==> config.mk <==
export PLATFORM = sky130hd
export DESIGN_NAME = exc_seq
export DESIGN_NICKNAME = d
export VERILOG_FILES = /design/src/rtl/exc_seq.sv
export SDC_FILE = /design/constraint.sdc
export NUM_CORES = 1
export LEC_CHECK = 0
export CELL_PAD_IN_SITES_DETAIL_PLACEMENT = 1
export CELL_PAD_IN_SITES_GLOBAL_PLACEMENT = 2
export CORE_UTILIZATION = 21
export DETAILED_ROUTE_END_ITERATION = 8
export PLACE_DENSITY = 0.77
export SYNTH_ARGS = -nofsm -noshare
export SYNTH_HDL_FRONTEND = slang
export SYNTH_SLANG_ARGS = --single-unit
==> constraint.sdc <==
create_clock -name clk -period 1.46 [get_ports clk]
set_input_delay 0.365 -clock clk [delete_from_list [all_inputs] [get_ports clk]]
set_output_delay 0.365 -clock clk [all_outputs]
set_load 0.01 [all_outputs]
==> src/rtl/exc_seq.sv <==
// Exception/return sequencer: prioritises syscall/break/teq/eret/interrupt,
// strobes CP0, then stalls the main FSM and redirects the PC to CP0's exc_addr.
module exc_seq #(
  parameter int unsigned SYNC_STAGES = 2,
  parameter int unsigned CNT_W       = 16
) (
  input  logic             clk,
  input  logic             rst,
  input  logic             instr_done,
  input  logic             req_syscall,
  input  logic             req_break,
  input  logic             req_teq,
  input  logic             req_eret,
  input  logic             intr,
  input  logic [31:0]      status,
  input  logic [31:0]      exc_addr,
  output logic             cp0_exception,
  output logic             cp0_eret,
  output logic [4:0]       cp0_cause,
  output logic             pc_load,
  output logic [31:0]      pc_target,
  output logic             stall,
  output logic             int_pending,
  output logic [CNT_W-1:0] evt_count
);

  typedef enum logic [1:0] {IDLE, ISSUE, WAIT, REDIRECT} state_e;

  localparam logic [4:0] CAUSE_SYS  = 5'b01000;
  localparam logic [4:0] CAUSE_BRK  = 5'b01001;
  localparam logic [4:0] CAUSE_TEQ  = 5'b01101;
  localparam logic [4:0] CAUSE_INT  = 5'b00000;

  state_e                 state_q, state_d;
  logic [SYNC_STAGES-1:0] sync_q;
  logic                   sync_prev_q;
  logic                   pend_q, pend_d;
  logic                   eret_q, eret_d;
  logic [4:0]             cause_q, cause_d;
  logic [31:0]            pc_q, pc_d;
  logic [CNT_W-1:0]       cnt_q, cnt_d;
  logic                   intr_rise;
  logic                   int_eligible;
  logic                   take_int;
  logic                   unused_status;

  assign unused_status = ^{status[31:9], status[7:1]};

  assign intr_rise    = sync_q[SYNC_STAGES-1] & ~sync_prev_q;
  assign int_eligible = pend_q & status[0] & ~status[8];

  always_ff @(posedge clk or negedge rst) begin
    if (!rst) begin
      state_q     <= IDLE;
      sync_q      <= '0;
      sync_prev_q <= 1'b0;
      pend_q      <= 1'b0;
      eret_q      <= 1'b0;
      cause_q     <= '0;
      pc_q        <= '0;
      cnt_q       <= '0;
    end else begin
      state_q     <= state_d;
      sync_q      <= {sync_q[SYNC_STAGES-2:0], intr};
      sync_prev_q <= sync_q[SYNC_STAGES-1];
      pend_q      <= pend_d;
      eret_q      <= eret_d;
      cause_q     <= cause_d;
      pc_q        <= pc_d;
      cnt_q       <= cnt_d;
    end
  end

  always_comb begin
    state_d  = state_q;
    eret_d   = eret_q;
    cause_d  = cause_q;
    pc_d     = pc_q;
    cnt_d    = cnt_q;
    take_int = 1'b0;
    case (state_q)
      IDLE: begin
        if (instr_done) begin
          if (req_eret) begin
            eret_d  = 1'b1;
            state_d = ISSUE;
          end else if (req_syscall) begin
            eret_d  = 1'b0;
            cause_d = CAUSE_SYS;
            state_d = ISSUE;
          end else if (req_break) begin
            eret_d  = 1'b0;
            cause_d = CAUSE_BRK;
            state_d = ISSUE;
          end else if (req_teq) begin
            eret_d  = 1'b0;
            cause_d = CAUSE_TEQ;
            state_d = ISSUE;
          end else if (int_eligible) begin
            eret_d   = 1'b0;
            cause_d  = CAUSE_INT;
            take_int = 1'b1;
            state_d  = ISSUE;
          end
        end
      end
      ISSUE: begin
        cnt_d   = cnt_q + CNT_W'(1);
        state_d = WAIT;
      end
      WAIT: begin
        pc_d    = exc_addr;
        state_d = REDIRECT;
      end
      default: state_d = IDLE;
    endcase
    // A fresh edge coinciding with service re-arms the pending flag.
    pend_d = (pend_q & ~take_int) | intr_rise;
  end

  assign cp0_exception = (state_q == ISSUE) & ~eret_q;
  assign cp0_eret      = (state_q == ISSUE) & eret_q;
  assign cp0_cause     = cause_q;
  assign pc_load       = (state_q == REDIRECT);
  assign pc_target     = pc_q;
  assign stall         = (state_q != IDLE);
  assign int_pending   = pend_q;
  assign evt_count     = cnt_q;

endmodule

==> flow_summary.yaml, run 1 <==
outcome:
  outcome: "finished, violations left"
  violations: "setup timing"
synth:
  yosys.area.top_type: "dfrtp_1"
  syn_inst: 173
  avgSynthCellArea_sq_um: 13.8
  ys_seq_area_share_pct: 60.7
  yosysWarnings: 0
  syn_area_sq_um: 2390
  synth_cell_types: 34
  synth-seq-cells: 58
  synth.area.top_cells: "dfrtp_1 (61%), mux2_2 (16%), xnor2_1 (4.0%), ha_1 (3.1%), nand2_1 (1.6%)"
  synth_top_area_share_pct: 60.7
power_and_ir_drop:
  p_sw_share_pct: 30.3
  finalPower_mw: 9.09
  switchingPower_mw: 2.76
  powerDensity_nw_per_um2: 2030
  p_int_mw: 6.33
  vdd.ir_drop.worst_mv: 0.917
  power_frac_comb_pct: 46.3
  p_leak_nw: 2.12
  clkPwrFrac_pct: 25.1
  p_seq_share_pct: 28.6
setup_path:
  worst_ep_required_time_ns: 1.10
  rrSetupSlack_ns: -0.07
  cp-end-kind: "output pin"
  crit_type: "flip-flop to output pin"
  cp.arrival_ns: 1.21
  crit_path_max_fanout: 3
  worst_setup_path_start_kind: "flip-flop"
floorplan:
  fp.coreArea_sq_um: 11000
  fp.dieArea_sq_um: 11800
  initial_utilization_pct: 21.8
  die-height_um: 109
  io_pins: 130
  die_w_um: 109
  rows: 38
cells_and_area:
  syn_to_final_growth_pct: 86.8
  fin_nets: 396
  diodes: 0
  design_area_sq_um: 4470
  instances_no_fill: 463
  drive_above_1_share_pct: 38.4
  final_common_cell: "dfrtp_1"
  fill_cells: 1161
  fin_util_pct: 40.7
  final_cell_mix: "dfrtp_1 (56), dlygate4sd2_1 (53), clkdlybuf4s50_1 (35)"
timing:
  setup_ws_ns: -0.116
  final.setup.tns_ns: -1.13
  fin_crit_sh_pct: 108
  max_freq_mhz: 634
  finalMaxSlewViolations: 0
  period_minus_slack_ns: 1.58
  skew_ns: 0.00555
  rsz0062_at_grt: "true"
  finalSetupViolCount: 37
  hold_violations: 0
clock_network:
  cts-buffers-inserted: 9
  numClockSinks: 58
  clockBufferDepth: 2
  clk-insertion-delay-late_ns: 0.32
  cts_tree: "built"
  h-tree-depth: 3
  clk_pin_slew_ns: 0.05
  root_buffer: "clkbuf_16"
global_routing:
  grt_max_degree: 29
  grt_remaining_overflow: 0
  antenna_found_initial: 0
  grt_pass1_wl_um: 10200
  globalRouteTotalUtil_pct: 11.5
  grt_pass1_vias: 2072
route:
  first_pass_iters: 2
  vias_per_cell: 4.10
  via_count: 1897
  drt_iter0_markers: 12
  drc: 0
  ant_nets: 0
  drt-wirelength-per-cell_um: 14.9
  totalWireLength_um: 6920
place:
  dp.cells: 428
  place.gp.congestion: 0.689
  placedInstanceArea_sq_um: 3720
  portBuffers: 97
  hpwl_um: 4530
min_path:
  worstHoldPathType: "flip-flop to flip-flop"
run:
  maxCapViolCount: 0
## through the flow
stage / hold WS, ns / setup slack (ns)
2_1_floorplan: 0.0694 / -0.0411
3_3_place_gp: 0.299 / -0.505
3_5_place_dp: 0.291 / -0.508
4_1_cts: 0.347 / -0.148
5_1_grt: 0.347 / -0.185
6_report: 0.344 / -0.116
## timing repair
action / 4_1_cts / 5_1_grt
pin swaps: 7 / 26
endpoints found under the setup margin: 99 / 54
hold buffers: 1 / 0
gates cloned: 1 / 2
resized for setup: 90 / 69
buffers inserted: 6 / 11
endpoints found under the hold margin: 11 / 0
## Yosys cell counts (all sizes together)
library cell and n:
dfrtp 58, mux2 34, nand2 11, xnor2 11
buf 6, ha 6, inv 6, nand4 5
nor2 5, nand3 4, xor2 4, o21ai 3
and4 2, nand3b 2, o31ai 2, a21oi 1
a22oi 1, a32o 1, and2 1, and3 1
and3b 1, clkbuf 1, conb 1, nor2b 1
o211ai 1, o21a 1, o22ai 1, o41ai 1
or3 1
## kinds of logic after synthesis
kind of cell             after synthesis  share of synthesized area, %
XOR/XNOR                              15                          5.49
flip-flops                            58                          60.7
buffers and inverters                 13                          2.56
multiplexers                          34                          16.2
AO/OA/AOI/OAI                         12                          4.03
other                                  1                         0.157
adder cells (fa/ha/maj)                6                          3.14
AND/OR/NAND/NOR                       34                          7.75
## worst max-delay path, cell delays in order, from the launching register on
cell and delay, ns:
dfrtp_1 0.38, inv_2 0.11, ha_4 0.14, nor2b_1 0.12
buf_2 0.14
## worst paths after layout
kind,from,cells after the start,endpoint
hold / removal,sync_q[0],0,sync_q[1]
setup reg to reg,state_q[1],9,evt_count[8]
max in group asynchronous,rst,3,evt_count[7]
hold reg to reg,sync_q[0],0,sync_q[1]
setup / recovery,state_q[1],4,cp0_exception
min in group asynchronous,rst,2,pc_target[30]
## sequential cells by signal, summed over array words and instances, names as in the netlist
register     cells
cp0_cause        3
state_q          2
pc_target       32
eret_q           1
int_pending      1
sync_q           2
sync_prev_q      1
evt_count       16
## final cells by class
| class | instances | area [sq um] | area share [%] |
|---|---|---|---|
| multi-input cells | 103 | 1130 | 25.4 |
| repair buffers | 140 | 1360 | 30.4 |
| clock inverters | 5 | 77.6 | 1.74 |
| well taps | 140 | 175 | 3.92 |
| flip-flops and latches | 58 | 1450 | 32.6 |
| clock buffers | 11 | 243 | 5.44 |
| inverters | 6 | 25.0 | 0.560 |
## metal layers
metal	wire, um	global-route usage, %	up-vias
met4	99	4.63	0
met3	494	5.20	9
met1	2900	13.1	940
met5	0	0	-
li1	-	-	883
met2	3420	18.7	65
## power groups by stage
| stage | clock (mW) | sequential [mW] | combinational (mW) |
|---|---|---|---|
| 2_1_floorplan | 0 | 2.87 | 1.29 |
| 3_3_place_gp | 0 | 2.61 | 3.32 |
| 3_5_place_dp | 0 | 2.65 | 3.39 |
| 4_1_cts | 2.35 | 2.57 | 3.33 |
| 5_1_grt | 2.41 | 2.69 | 4.53 |
| 6_report | 2.28 | 2.60 | 4.20 |
Power figures use the tool's default switching activity.
==> run 2: changes to the inputs <==
clock period = 1.35 ns   (was 1.46 ns; I/O delays follow)
==> flow_summary.yaml, run 2 (synthesis results as in run 1) <==
outcome:
  violations: "setup timing"
  outcome: "finished, violations left"
route:
  vias_per_cell: 4.14
  drt-wirelength-per-cell_um: 13.9
  via_count: 1940
  ant_nets: 0
  drt_iter0_markers: 19
  first_pass_iters: 4
  drc: 0
  totalWireLength_um: 6520
clock_network:
  cts-buffers-inserted: 9
  root_buffer: "clkbuf_16"
  clk-insertion-delay-late_ns: 0.32
  clk_pin_slew_ns: 0.05
  h-tree-depth: 3
  clockBufferDepth: 2
  cts_tree: "built"
  numClockSinks: 58
setup_path:
  crit_buf_inv: 2
  cp-end-kind: "output pin"
  r2r-start: "state_q[0]"
  path_cells: "buf_6, ha_4, and2_4, buf_6"
  crit_path_max_fanout: 3
  worst_setup_path_start_kind: "flip-flop"
  cp_slowest_cell: "dfrtp_1"
  crit_type: "flip-flop to output pin"
  rrSetupSlack_ns: -0.21
  cp-startpoint: "state_q[0]"
  max_stage_delay_ns: 0.41
  cp.arrival_ns: 1.27
  worst_ep_required_time_ns: 1.01
  cp_top_family: "flip-flops"
  crit_path_frequent_cell: "buf_6"
power_and_ir_drop:
  vdd.ir_drop.worst_mv: 0.716
  p_leak_nw: 1.98
  powerDensity_nw_per_um2: 2100
cells_and_area:
  final_cell_mix: "dfrtp_1 (58), clkdlybuf4s50_1 (36), buf_4 (36)"
  fill_cells: 1183
  fin_nets: 402
  syn_to_final_growth_pct: 82.8
  drive_above_1_share_pct: 38.0
  fin_util_pct: 39.8
  multi_input_area_sq_um: 1050
  design_area_sq_um: 4370
  final_common_cell: "dfrtp_1"
  instances_no_fill: 469
  largest_reg_flops: 32
  diodes: 0
  seq_area_sq_um: 1450
timing:
  fin_crit_sh_pct: 119
  setup_ws_ns: -0.254
  rsz0062_at_grt: "true"
  finalMaxSlewViolations: 0
  max_freq_mhz: 624
  skew_ns: 0.00373
  period_minus_slack_ns: 1.60
  hold_violations: 0
  finalSetupViolCount: 54
global_routing:
  grt_pass1_wl_um: 10600
  grtUsageMet2_pct: 19.0
  grt_max_degree: 59
  met1_usage_pct: 14.7
  grt_use_met3_pct: 2.93
  grt_pass1_vias: 2123
  globalRouteTotalUtil_pct: 12.0
  grt-busiest-layer: "met2"
  grt_remaining_overflow: 0
  antenna_found_initial: 0
min_path:
  worstHoldPathType: "primary input to async pin"
floorplan:
  die_w_um: 109
  fp.coreArea_sq_um: 11000
  die-height_um: 109
  initial_utilization_pct: 21.8
  rows: 38
  io_pins: 130
  fp.dieArea_sq_um: 11800
place:
  placedInstanceArea_sq_um: 3760
  dp.cells: 434
  place.gp.congestion: 0.756
  portBuffers: 97
  hpwl_um: 4360
run:
  maxCapViolCount: 0
## run 2: metrics by stage
step	setup TNS (ns)	power (mW)	hold WS, ns	setup WS [ns]
floorplan	-0.607	4.61	0.0419	-0.124
global placement	-11.43	6.50	0.338	-0.602
detailed placement	-11.54	6.61	0.348	-0.594
CTS	-10.80	9.20	0.0226	-0.266
global route	-13.33	9.82	0.0349	-0.319
finish	-8.95	9.18	0.00849	-0.254
## run 2: path summary, 6_finish.rpt
check | end | cells past startpoint
worst min register to register | sync_q[1] | 0
worst max register to register | pc_target[20] | 7
max in group asynchronous | pc_target[9] | 2
min in group clk | sync_q[1] | 0
worst max-delay path | cp0_eret | 4
worst min-delay path | evt_count[5] | 2
## run 2: report_power, final
group / total [mW] / internal (mW) / leakage [nW] / switching (mW)
registers: 2.80 / 2.42 / 0.699 / 0.383
logic: 4.35 / 2.68 / 1.15 / 1.67
clock network: 2.02 / 1.28 / 0.133 / 0.744
## run 2: routing by layer
layer / vias up / share of wire [%]
met4: 0 / 2.3
met5: - / 0
li1: 905 / -
met2: 68 / 48
met1: 956 / 44
met3: 11 / 5.9
## run 2: worst reg2reg max path: cells and delay by family (launching register included)
family     cells  cell delay [ns]
fa+ha+maj      1             0.16
buf+inv        5             0.55
flops          1             0.41
mux            1             0.34
## run 2: area by class of cell
class / instances / share of cell area (%)
Clock buffer: 13 / 5.72
Multi-Input combinational cell: 103 / 24.0
Sequential cell: 58 / 33.2
Inverter: 6 / 0.572
Timing Repair Buffer: 146 / 32.2
Tap cell: 140 / 4.01
Clock inverter: 3 / 0.343
## run 2: repair_timing
| item | CTS | global route |
|---|---|---|
| hold buffers | 0 | 0 |
| gates cloned | 2 | 0 |
| endpoints found under the setup margin | 107 | 80 |
| gates resized for setup | 125 | 38 |
| pin swaps | 5 | 18 |
| buffers inserted | 12 | 6 |
